`src/rtl/ldpc_pkg.sv`:
```
// Shared types and default constants for the LDPC iteration controller.
package ldpc_pkg;

    // Default code geometry and pipeline depth.
    localparam int LDPC_K       = 6;
    localparam int LDPC_J       = 3;
    localparam int LDPC_L       = 32;
    localparam int LDPC_CNU_LAT = 4;

    // Cycles per decoding iteration: CNU sweep + flush, VNU sweep, one CHECK cycle.
    localparam int ITER_CYCLES = 2 * LDPC_L + LDPC_CNU_LAT + 1;

    typedef enum logic [2:0] {
        S_IDLE  = 3'd0,
        S_LOAD  = 3'd1,
        S_CNU   = 3'd2,
        S_VNU   = 3'd3,
        S_CHECK = 3'd4,
        S_DRAIN = 3'd5,
        S_DONE  = 3'd6
    } ldpc_state_t;

endpackage

```
`src/rtl/ldpc_phase_counter.sv`:
```
// Address/phase counter shared by every phase: synchronous clear, count enable,
// terminal-count flag at LIMIT-1 and wrap to zero past it.
module ldpc_phase_counter #(
    parameter int WIDTH = 5,
    parameter int LIMIT = 32
) (
    input  logic             clk,
    input  logic             reset,
    input  logic             clr_i,
    input  logic             en_i,
    output logic [WIDTH-1:0] cnt_o,
    output logic             tc_o
);

    logic [WIDTH-1:0] cnt_q;
    logic [WIDTH-1:0] cnt_d;

    assign tc_o  = (cnt_q == WIDTH'(LIMIT - 1));
    assign cnt_o = cnt_q;

    // Next count: clear wins over enable; never run past LIMIT-1.
    always_comb begin
        cnt_d = cnt_q;
        if (clr_i) begin
            cnt_d = '0;
        end else if (en_i) begin
            cnt_d = tc_o ? '0 : cnt_q + WIDTH'(1);
        end
    end

    // Count register.
    always_ff @(posedge clk) begin
        if (reset) begin
            cnt_q <= '0;
        end else begin
            cnt_q <= cnt_d;
        end
    end

endmodule

```
`src/rtl/ldpc_iter_ctrl.sv`:
```
// Iteration controller for a layered-schedule LDPC decoder: sequences intrinsic
// load, CNU/VNU phases, syndrome check and output drain for one frame.
module ldpc_iter_ctrl
    import ldpc_pkg::*;
#(
    parameter int K          = LDPC_K,
    parameter int J          = LDPC_J,
    parameter int L          = LDPC_L,
    parameter int ADDR_WIDTH = 5,
    parameter int CNU_LAT    = LDPC_CNU_LAT,
    parameter int ITER_WIDTH = 5
) (
    input  logic                  clk,
    input  logic                  reset,
    input  logic                  start,
    input  logic [ITER_WIDTH-1:0] max_iter,
    input  logic [J*K-1:0]        p_bit,
    input  logic                  p_bit_valid,
    input  logic                  out_ready,
    output logic                  busy,
    output logic                  load_en,
    output logic                  cnu_en,
    output logic                  vnu_en,
    output logic [ADDR_WIDTH-1:0] addr,
    output logic                  out_valid,
    output logic                  done,
    output logic                  success,
    output logic [ITER_WIDTH-1:0] iter_count
);

    localparam int FL_W = (CNU_LAT > 1) ? $clog2(CNU_LAT) : 1;

    ldpc_state_t           state_q, state_d;
    logic                  flush_q, flush_d;
    logic [FL_W-1:0]       fl_cnt_q, fl_cnt_d;
    logic [ITER_WIDTH-1:0] iter_q, iter_d;
    logic [ITER_WIDTH-1:0] max_q, max_d;
    logic                  succ_q, succ_d;
    logic                  synd_q, synd_d;
    logic                  busy_q, load_en_q, cnu_en_q, vnu_en_q, out_valid_q, done_q;
    logic                  cnt_clr, cnt_en, cnt_tc;

    ldpc_phase_counter #(
        .WIDTH (ADDR_WIDTH),
        .LIMIT (L)
    ) u_phase_cnt (
        .clk   (clk),
        .reset (reset),
        .clr_i (cnt_clr),
        .en_i  (cnt_en),
        .cnt_o (addr),
        .tc_o  (cnt_tc)
    );

    // Next-state logic; the address counter is cleared on every phase entry.
    always_comb begin
        state_d  = state_q;
        flush_d  = flush_q;
        fl_cnt_d = fl_cnt_q;
        iter_d   = iter_q;
        max_d    = max_q;
        succ_d   = succ_q;
        synd_d   = synd_q;
        cnt_clr  = 1'b0;
        cnt_en   = 1'b0;
        case (state_q)
            S_IDLE: begin
                if (start) begin
                    state_d = S_LOAD;
                    cnt_clr = 1'b1;
                    max_d   = (max_iter == '0) ? ITER_WIDTH'(1) : max_iter;
                    iter_d  = '0;
                    succ_d  = 1'b0;
                end
            end
            S_LOAD: begin
                if (cnt_tc) begin
                    state_d = S_CNU;
                    cnt_clr = 1'b1;
                    iter_d  = ITER_WIDTH'(1);
                    synd_d  = 1'b0;
                    flush_d = 1'b0;
                end else begin
                    cnt_en = 1'b1;
                end
            end
            S_CNU: begin
                synd_d = synd_q | (p_bit_valid & (|p_bit));
                if (!flush_q) begin
                    // Address sweep; hold at L-1 once the sweep completes.
                    if (cnt_tc) begin
                        flush_d  = 1'b1;
                        fl_cnt_d = '0;
                    end else begin
                        cnt_en = 1'b1;
                    end
                end else begin
                    // Pipeline flush before the VNU phase may read CNU results.
                    fl_cnt_d = fl_cnt_q + FL_W'(1);
                    if (fl_cnt_q == FL_W'(CNU_LAT - 1)) begin
                        state_d = S_VNU;
                        cnt_clr = 1'b1;
                        flush_d = 1'b0;
                    end
                end
            end
            S_VNU: begin
                if (cnt_tc) begin
                    state_d = S_CHECK;
                end else begin
                    cnt_en = 1'b1;
                end
            end
            S_CHECK: begin
                cnt_clr = 1'b1;
                if (!synd_q) begin
                    succ_d  = 1'b1;
                    state_d = S_DRAIN;
                end else if (iter_q == max_q) begin
                    succ_d  = 1'b0;
                    state_d = S_DRAIN;
                end else begin
                    iter_d  = iter_q + ITER_WIDTH'(1);
                    synd_d  = 1'b0;
                    flush_d = 1'b0;
                    state_d = S_CNU;
                end
            end
            S_DRAIN: begin
                if (out_valid_q && out_ready) begin
                    if (cnt_tc) begin
                        state_d = S_DONE;
                    end else begin
                        cnt_en = 1'b1;
                    end
                end
            end
            S_DONE: begin
                cnt_clr = 1'b1;
                state_d = S_IDLE;
            end
            default: begin
                state_d = S_IDLE;
            end
        endcase
    end

    // State, frame registers and registered phase strobes decoded from the next state.
    always_ff @(posedge clk) begin
        if (reset) begin
            state_q     <= S_IDLE;
            flush_q     <= 1'b0;
            fl_cnt_q    <= '0;
            iter_q      <= '0;
            max_q       <= '0;
            succ_q      <= 1'b0;
            synd_q      <= 1'b0;
            busy_q      <= 1'b0;
            load_en_q   <= 1'b0;
            cnu_en_q    <= 1'b0;
            vnu_en_q    <= 1'b0;
            out_valid_q <= 1'b0;
            done_q      <= 1'b0;
        end else begin
            state_q     <= state_d;
            flush_q     <= flush_d;
            fl_cnt_q    <= fl_cnt_d;
            iter_q      <= iter_d;
            max_q       <= max_d;
            succ_q      <= succ_d;
            synd_q      <= synd_d;
            busy_q      <= (state_d != S_IDLE);
            load_en_q   <= (state_d == S_LOAD);
            cnu_en_q    <= (state_d == S_CNU) && !flush_d;
            vnu_en_q    <= (state_d == S_VNU);
            out_valid_q <= (state_d == S_DRAIN);
            done_q      <= (state_d == S_DONE);
        end
    end

    assign busy       = busy_q;
    assign load_en    = load_en_q;
    assign cnu_en     = cnu_en_q;
    assign vnu_en     = vnu_en_q;
    assign out_valid  = out_valid_q;
    assign done       = done_q;
    assign success    = succ_q;
    assign iter_count = iter_q;

endmodule

```
`config.mk`:
```
export PLATFORM = sky130hd
export DESIGN_NAME = ldpc_iter_ctrl
export DESIGN_NICKNAME = d
export VERILOG_FILES = /design/src/rtl/ldpc_pkg.sv /design/src/rtl/ldpc_phase_counter.sv /design/src/rtl/ldpc_iter_ctrl.sv
export SDC_FILE = /design/constraint.sdc
export NUM_CORES = 1
export LEC_CHECK = 0
export BUFFER_PORTS_ARGS = -buffer_cell sky130_fd_sc_hd__buf_2
export CORE_AREA = 2 2 54 61
export DETAILED_ROUTE_END_ITERATION = 16
export DIE_AREA = 0 0 56 63
export GPL_ROUTABILITY_DRIVEN = 0
export PLACE_DENSITY = 0.82
export SLEW_MARGIN = 20
export SYNTH_ARGS = -nofsm -noshare
export SYNTH_HDL_FRONTEND = slang
export SYNTH_HIERARCHICAL = 1
export SYNTH_SLANG_ARGS = --single-unit
export TNS_END_PERCENT = 50
```
`constraint.sdc`:
```
create_clock -name clk -period 6.2 [get_ports clk]
set_input_delay 1.24 -clock clk [delete_from_list [all_inputs] [get_ports clk]]
set_output_delay 1.24 -clock clk [all_outputs]
set_load 0.02 [all_outputs]
```
==> results of run 1 <==
[metal layers]
layer	up-vias	track usage, %	routed length (um)
met5	-	0	0
met4	0	11.6	65
met3	7	4.76	114
met2	26	34.1	1570
met1	646	24.0	1440
li1	742	-	-
[metrics by stage]
stage | instance area [um2] | utilization (%) | setup WS [ns] | hold WS (ns)
2_1_floorplan | 1560 | - | 3.65 | 0.436
3_3_place_gp | 1760 | 59.9 | 3.50 | 0.446
3_5_place_dp | 1760 | 59.9 | 3.48 | 0.465
4_1_cts | 1820 | 61.8 | 3.84 | 0.477
5_1_grt | 1820 | 61.8 | 3.67 | 0.495
6_report | 1820 | 61.8 | 3.85 | 0.477
[logic make-up (layout without fill, tap and decap cells)]
family                     count (synthesis)  in the layout  synth area share, %
buffers and inverters                     16             57                 5.06
adders and majority gates                  4              4                 3.21
AOI/OAI and AO/OA                         44             44                 19.8
xor gates and xnor gates                   9              9                 5.06
muxes                                      6              6                 3.86
DFF                                       29             29                 37.3
and+or+nand+nor                           76             76                 25.8
[worst paths after layout]
path | from | endpoint | cells after the start
setup / recovery | p_bit[3] | synd_q | 5
hold / removal | fl_cnt_q[1] | fl_cnt_q[1] | 2
setup reg to reg | u_phase_cnt/cnt_o[0] | iter_count[2] | 8
hold reg to reg | fl_cnt_q[1] | fl_cnt_q[1] | 2
[flip-flops by register name, summed over array words and instances, names as in the netlist]
name               cells
synd_q                 1
load_en                1
cnu_en                 1
done                   1
vnu_en                 1
flush_q                1
max_q                  5
success                1
busy                   1
state_q                3
u_phase_cnt/cnt_o      5
fl_cnt_q               2
out_valid              1
iter_count             5
[placed cells by master, fill, tap and decap left out, drive strengths merged, types with 2 or more instances in the layout]
master    n
buf      44
dfxtp    29
nor2     24
nand2    13
a21oi    13
nand3     7
xnor2     7
o21ai     7
clkbuf    7
inv       6
mux2i     6
nor3      6
or3       4
nor4      4
ha        4
or4       3
a31oi     3
o211ai    3
and3      3
nand2b    2
nor2b     2
and2      2
nand4     2
xor2      2
a2111oi   2
a211oi    2
[cell type report]
type / instances / area, um2
repair buffers: 44 / 220
fillers: 287 / 1120
well taps: 34 / 42.5
multi-input cells: 139 / 898
flip-flops and latches: 29 / 581
clock buffers: 7 / 55.1
inverters: 6 / 22.5
[power by group through the flow]
stage                     Clock [W]  Sequential (W)  Combinational (W)
after floorplan                   0        0.000201          0.0000310
after global placement            0        0.000201          0.0000437
after detailed placement          0        0.000202          0.0000443
after CTS                  0.000119        0.000197          0.0000445
after global routing       0.000127        0.000198          0.0000499
final                      0.000118        0.000197          0.0000443
[worst reg2reg max path, stage by stage, from the launching register on]
cell     delay, ns
dfxtp_1       0.35
ha_1          0.22
and3_1        0.19
ha_1          0.29
nand2_1       0.22
o21ai_0       0.18
a21o_1        0.26
or4_1         0.47
nand2_1       0.07
==> results.sh, run 1 <==
export IMPL_outcome="finished, final reports clean"
export IMPL_seq_area_frac_synth_pct=37.3
export IMPL_netlist_area_leader_share_pct=37.3
export IMPL_clock_latency_ns=0.33
export IMPL_seq_power_share_pct=54.9
export IMPL_die_w_um=56
export IMPL_clk_pin_slew_worst_paths_ns=0.08
export IMPL_cts_resized=0
export IMPL_p_int_w=0.000264
export IMPL_path_cells="buf_2, or4_1, or4_1, a31oi_1, a2111oi_0"
export IMPL_dp_hpwl_um=2360
export IMPL_critPathBufInv=1
export IMPL_cts_hold_buf=0
export IMPL_routed_wl_um=3190
export IMPL_rsz0062_at_grt="no"
export IMPL_postCtsSetupRepairBufs=0
export IMPL_vdd_drop_max_mv=0.155
export IMPL_portBuffers=44
export IMPL_grt_ovfl_total=0
export IMPL_htreeDepth=2
export IMPL_startpoint_type="input pin"
export IMPL_cp_end_kind="flip-flop"
export IMPL_postRouteAntennaNets=0
export IMPL_synth_seq_cells=29
export IMPL_antenna_found_initial=0
export IMPL_crit_top_cell="or4_1"
export IMPL_cts_root_buffer="clkbuf_4"
export IMPL_tritoncts="yes"
export IMPL_slowest_delay_ns=0.50
export IMPL_yosys_warnings=6
export IMPL_syn_area_per_cell_um2=8.47
export IMPL_cts_buffers=5
export IMPL_finalCriticalPeriod_ns=2.35
export IMPL_p_comb_share_pct=12.3
export IMPL_dp_cells=252
export IMPL_cp_required_ns=6.39
export IMPL_holdCritPathClass="flip-flop to flip-flop"
export IMPL_slew_headroom_pct=50.1
export IMPL_clock_sinks=29
export IMPL_finalCritPeriodShare_pct=38.0
export IMPL_fin_skew_ns=0.00333
export IMPL_synth_async_reset_ratio_pct=0
export IMPL_yosysUniqueCellTypes=49
export IMPL_max_slew_worst_pin_slew_ns=0.747
export IMPL_p_per_area_nw_per_um2=197
export IMPL_layout_cells_non_filler=259
export IMPL_area_delta_synth_final_pct=16.8
export IMPL_drt_iter0_drc=26
export IMPL_grt_pass1_wl_um=5800
export IMPL_drive_gt1_share_pct=25.8
export IMPL_postSynthCellCount=184
export IMPL_synth_area_leader_cell="dfxtp_1"
export IMPL_slowest_stage="or4_1"
export IMPL_first_pass_iters=4
export IMPL_hold_violations=0
export IMPL_post_route_drc_count=0
export IMPL_synth_edff_count=0
export IMPL_num_rows=21
export IMPL_cp_max_fo=1
export IMPL_dieArea_um2=3530
export IMPL_core_area_um2=2940
export IMPL_maxSlewViolCount=0
export IMPL_diodes=0
export IMPL_p_leak_nw=0.832
export IMPL_clock_power_share_pct=32.7
export IMPL_criticalPathCategory="input pin to flip-flop"
export IMPL_synthFlopType="dfxtp_1"
export IMPL_crit_family="simple AND/OR/NAND/NOR gates"
export IMPL_swShare_pct=26.5
export IMPL_avgViaCountPerCell=5.49
export IMPL_maxCapViolations=0
export IMPL_grt_pass1_vias=1353
export IMPL_vias=1421
export IMPL_routedWlPerCell_um=12.3
export IMPL_cts_max_path_buffers=2
export IMPL_synthTopCellsByCount="dfxtp_1, nor2_1, a21oi_1, nand2_1"
export IMPL_fmax_mhz=425
export IMPL_synth_nets=216
export IMPL_ios=45
export IMPL_p_sw_w=0.0000950
export IMPL_synth_most_common_cell="dfxtp_1"
export IMPL_die_height_um=63
export IMPL_syn_area_um2=1560
export IMPL_finalSetupViolCount=0
export IMPL_initial_core_util_pct=52.9
export IMPL_synth_area_leaders="dfxtp_1, nor2_1, a21oi_1"
export IMPL_grt_max_degree=26
export IMPL_fin_nets=257
export IMPL_reg2reg_slack_ns=3.90
export IMPL_total_power_w=0.000359
export IMPL_arrival_ns=2.54
export IMPL_fin_setup_tns_ns=0
export IMPL_grt_use_total_pct=20.5
(Power assumes the default switching activity.)
==> inputs of run 2 (changes only) <==
--- a/config.mk
+++ b/config.mk
@@ -5,12 +5,13 @@
 export SDC_FILE = /design/constraint.sdc
 export NUM_CORES = 1
 export LEC_CHECK = 0
+export ABC_AREA = 1
 export BUFFER_PORTS_ARGS = -buffer_cell sky130_fd_sc_hd__buf_2
-export CORE_AREA = 2 2 54 61
+export CORE_AREA = 2 2 60 68
 export DETAILED_ROUTE_END_ITERATION = 16
-export DIE_AREA = 0 0 56 63
+export DIE_AREA = 0 0 62 70
 export GPL_ROUTABILITY_DRIVEN = 0
-export PLACE_DENSITY = 0.82
+export PLACE_DENSITY = 0.73
 export SLEW_MARGIN = 20
 export SYNTH_ARGS = -nofsm -noshare
 export SYNTH_HDL_FRONTEND = slang
==> constraint.sdc (replaced) <==
create_clock -name clk -period 2.1 [get_ports clk]
set_input_delay 0.42 -clock clk [delete_from_list [all_inputs] [get_ports clk]]
set_output_delay 0.42 -clock clk [all_outputs]
set_load 0.02 [all_outputs]
==> results.sh, run 2 <==
export IMPL_final_cell_mix="nand2_1, buf_2, nor2_1, dfxtp_1, inv_1"
export IMPL_tritoncts="yes"
export IMPL_synth_most_common_cell="nand2_1"
export IMPL_synth_nets=262
export IMPL_synth_edff_count=0
export IMPL_arrival_ns=2.09
export IMPL_drt_iter0_drc=56
export IMPL_yosysUniqueCellTypes=40
export IMPL_cts_root_buffer="clkbuf_8"
export IMPL_grt_ovfl_total=0
export IMPL_grt_max_degree=15
export IMPL_synthFlopType="dfxtp_1"
export IMPL_grt_pass1_wl_um=5940
export IMPL_max_slew_worst_pin_slew_ns=0.400
export IMPL_maxSlewViolCount=0
export IMPL_die_height_um=70
export IMPL_slew_headroom_pct=73.3
export IMPL_fin_setup_tns_ns=0
export IMPL_postRouteAntennaNets=0
export IMPL_finalSetupViolCount=0
export IMPL_portBuffers=44
export IMPL_cp_end_kind="flip-flop"
export IMPL_num_rows=24
export IMPL_synth_seq_cells=29
export IMPL_rsz0062_at_grt="no"
export IMPL_antenna_found_initial=0
export IMPL_grt_use_total_pct=17.9
export IMPL_avgViaCountPerCell=4.79
export IMPL_synthTopCellsByCount="nand2_1, nor2_1, dfxtp_1"
export IMPL_dp_hpwl_um=2690
export IMPL_finalCritPeriodShare_pct=91.3
export IMPL_fin_nets=312
export IMPL_core_area_um2=3750
export IMPL_htreeDepth=2
export IMPL_dieArea_um2=4340
export IMPL_diodes=0
export IMPL_yosys_warnings=6
export IMPL_routed_wl_um=3610
export IMPL_die_w_um=62
export IMPL_seq_area_frac_synth_pct=35.1
export IMPL_cts_resized=0
export IMPL_postSynthCellCount=230
export IMPL_initial_core_util_pct=44.1
export IMPL_synth_area_leaders="dfxtp_1, nand2_1, nor2_1"
export IMPL_cp_required_ns=2.27
export IMPL_fin_skew_ns=0.00452
export IMPL_maxCapViolations=0
export IMPL_outcome="finished, final reports clean"
export IMPL_clk_pin_slew_worst_paths_ns=0.06
export IMPL_hold_ws_ns=0.442
export IMPL_placed_area_um2=1940
export IMPL_clock_sinks=29
export IMPL_area_delta_synth_final_pct=23.1
export IMPL_fin_area_um2=2040
export IMPL_grt_pass1_vias=1430
export IMPL_vias=1594
export IMPL_cts_hold_buf=0
export IMPL_hold_violations=0
export IMPL_final_common_cell="nand2_1"
export IMPL_cts_buffers=5
export IMPL_synth_area_leader_cell="dfxtp_1"
export IMPL_netlist_area_leader_share_pct=35.1
export IMPL_cp_max_fo=6
export IMPL_routedWlPerCell_um=10.9
export IMPL_finalCriticalPeriod_ns=1.92
export IMPL_synth_async_reset_ratio_pct=0
export IMPL_holdCritPathClass="input pin to flip-flop"
export IMPL_startpoint_type="flip-flop"
export IMPL_fmax_mhz=521
export IMPL_p_per_area_nw_per_um2=597
export IMPL_post_route_drc_count=0
export IMPL_criticalPathCategory="flip-flop to flip-flop"
export IMPL_syn_area_um2=1660
export IMPL_postCtsSetupRepairBufs=0
export IMPL_drive_gt1_share_pct=28.5
export IMPL_vdd_drop_max_mv=0.490
export IMPL_syn_area_per_cell_um2=7.20
export IMPL_clock_latency_ns=0.28
export IMPL_cts_max_path_buffers=2
export IMPL_first_pass_iters=4
export IMPL_ios=45
export IMPL_p_leak_nw=0.948
## run 2: changes by cell type after synthesis, moves of 4 or more
cell,before,now
nand2_1,13,47
or3_1,4,0
mux2i_1,6,0
inv_1,6,27
nand2_4,0,4
xnor2_1,7,1
nor4_1,4,0
nor2_1,24,34
nand3_1,7,17
## run 2: layout make-up
cell class,count,area [um2]
fillers,374,1720
multi-input cells,167,951
flip-flops and latches,29,581
repair buffers,46,235
inverters,31,124
clock buffers,6,72.6
well taps,52,65.1
clock inverters,2,10.0
## run 2: per-layer routing
layer / wire [um] / up-vias / global-route usage, %
met3: 161 / 6 / 5.00
met5: 0 / - / 0
met4: 55 / 0 / 6.15
li1: - / 843 / -
met1: 1650 / 714 / 21.5
met2: 1750 / 31 / 29.5
## run 2: final timing paths
kind | to | from | depth (start not counted) | slack (ns)
setup reg to reg | cnu_en | u_phase_cnt/cnt_o[0] | 11 | 0.18
hold reg to reg | max_q[4] | max_q[4] | 2 | 0.47
setup / recovery | cnu_en | u_phase_cnt/cnt_o[0] | 11 | 0.18
hold / removal | max_q[0] | max_iter[4] | 4 | 0.44
## run 2: where the power goes
group          internal [W]  switching [W]  total, W
clock network      0.000229       0.000208  0.000437
registers          0.000570      0.0000181  0.000588
logic             0.0000764       0.000116  0.000193
## run 2: critical path, cell delays in order (launching register included)
cell and delay [ns]:
dfxtp_1 0.39, ha_1 0.18, and3_1 0.16, ha_2 0.25, buf_4 0.15, nor3_1 0.04, nor2_1 0.12, nand2_1 0.07
a21oi_2 0.24, nor2_1 0.08, nand2_1 0.08, nor2_1 0.05
## run 2: stage by stage
step,worst slack [ns],total power [W],utilization [%],instances
final,0.182,0.00122,54.3,333
after global routing,0.0115,0.00128,54.3,333
after CTS,0.0421,0.00123,54.0,333
after detailed placement,0.0537,0.000791,51.8,325
after global placement,0.130,0.000788,51.8,325
after floorplan,0.0839,0.000733,-,230
## run 2: cell families (layout without fill, tap and decap cells)
kind of cell / after synthesis / in the layout / share of synthesized area, %
XOR/XNOR: 4 / 4 / 2.12
AO/OA/AOI/OAI: 33 / 33 / 11.4
adder cells (fa/ha/maj): 4 / 4 / 3.02
flip-flops: 29 / 29 / 35.1
buffers and inverters: 34 / 85 / 8.69
AND/OR/NAND/NOR: 126 / 126 / 39.7
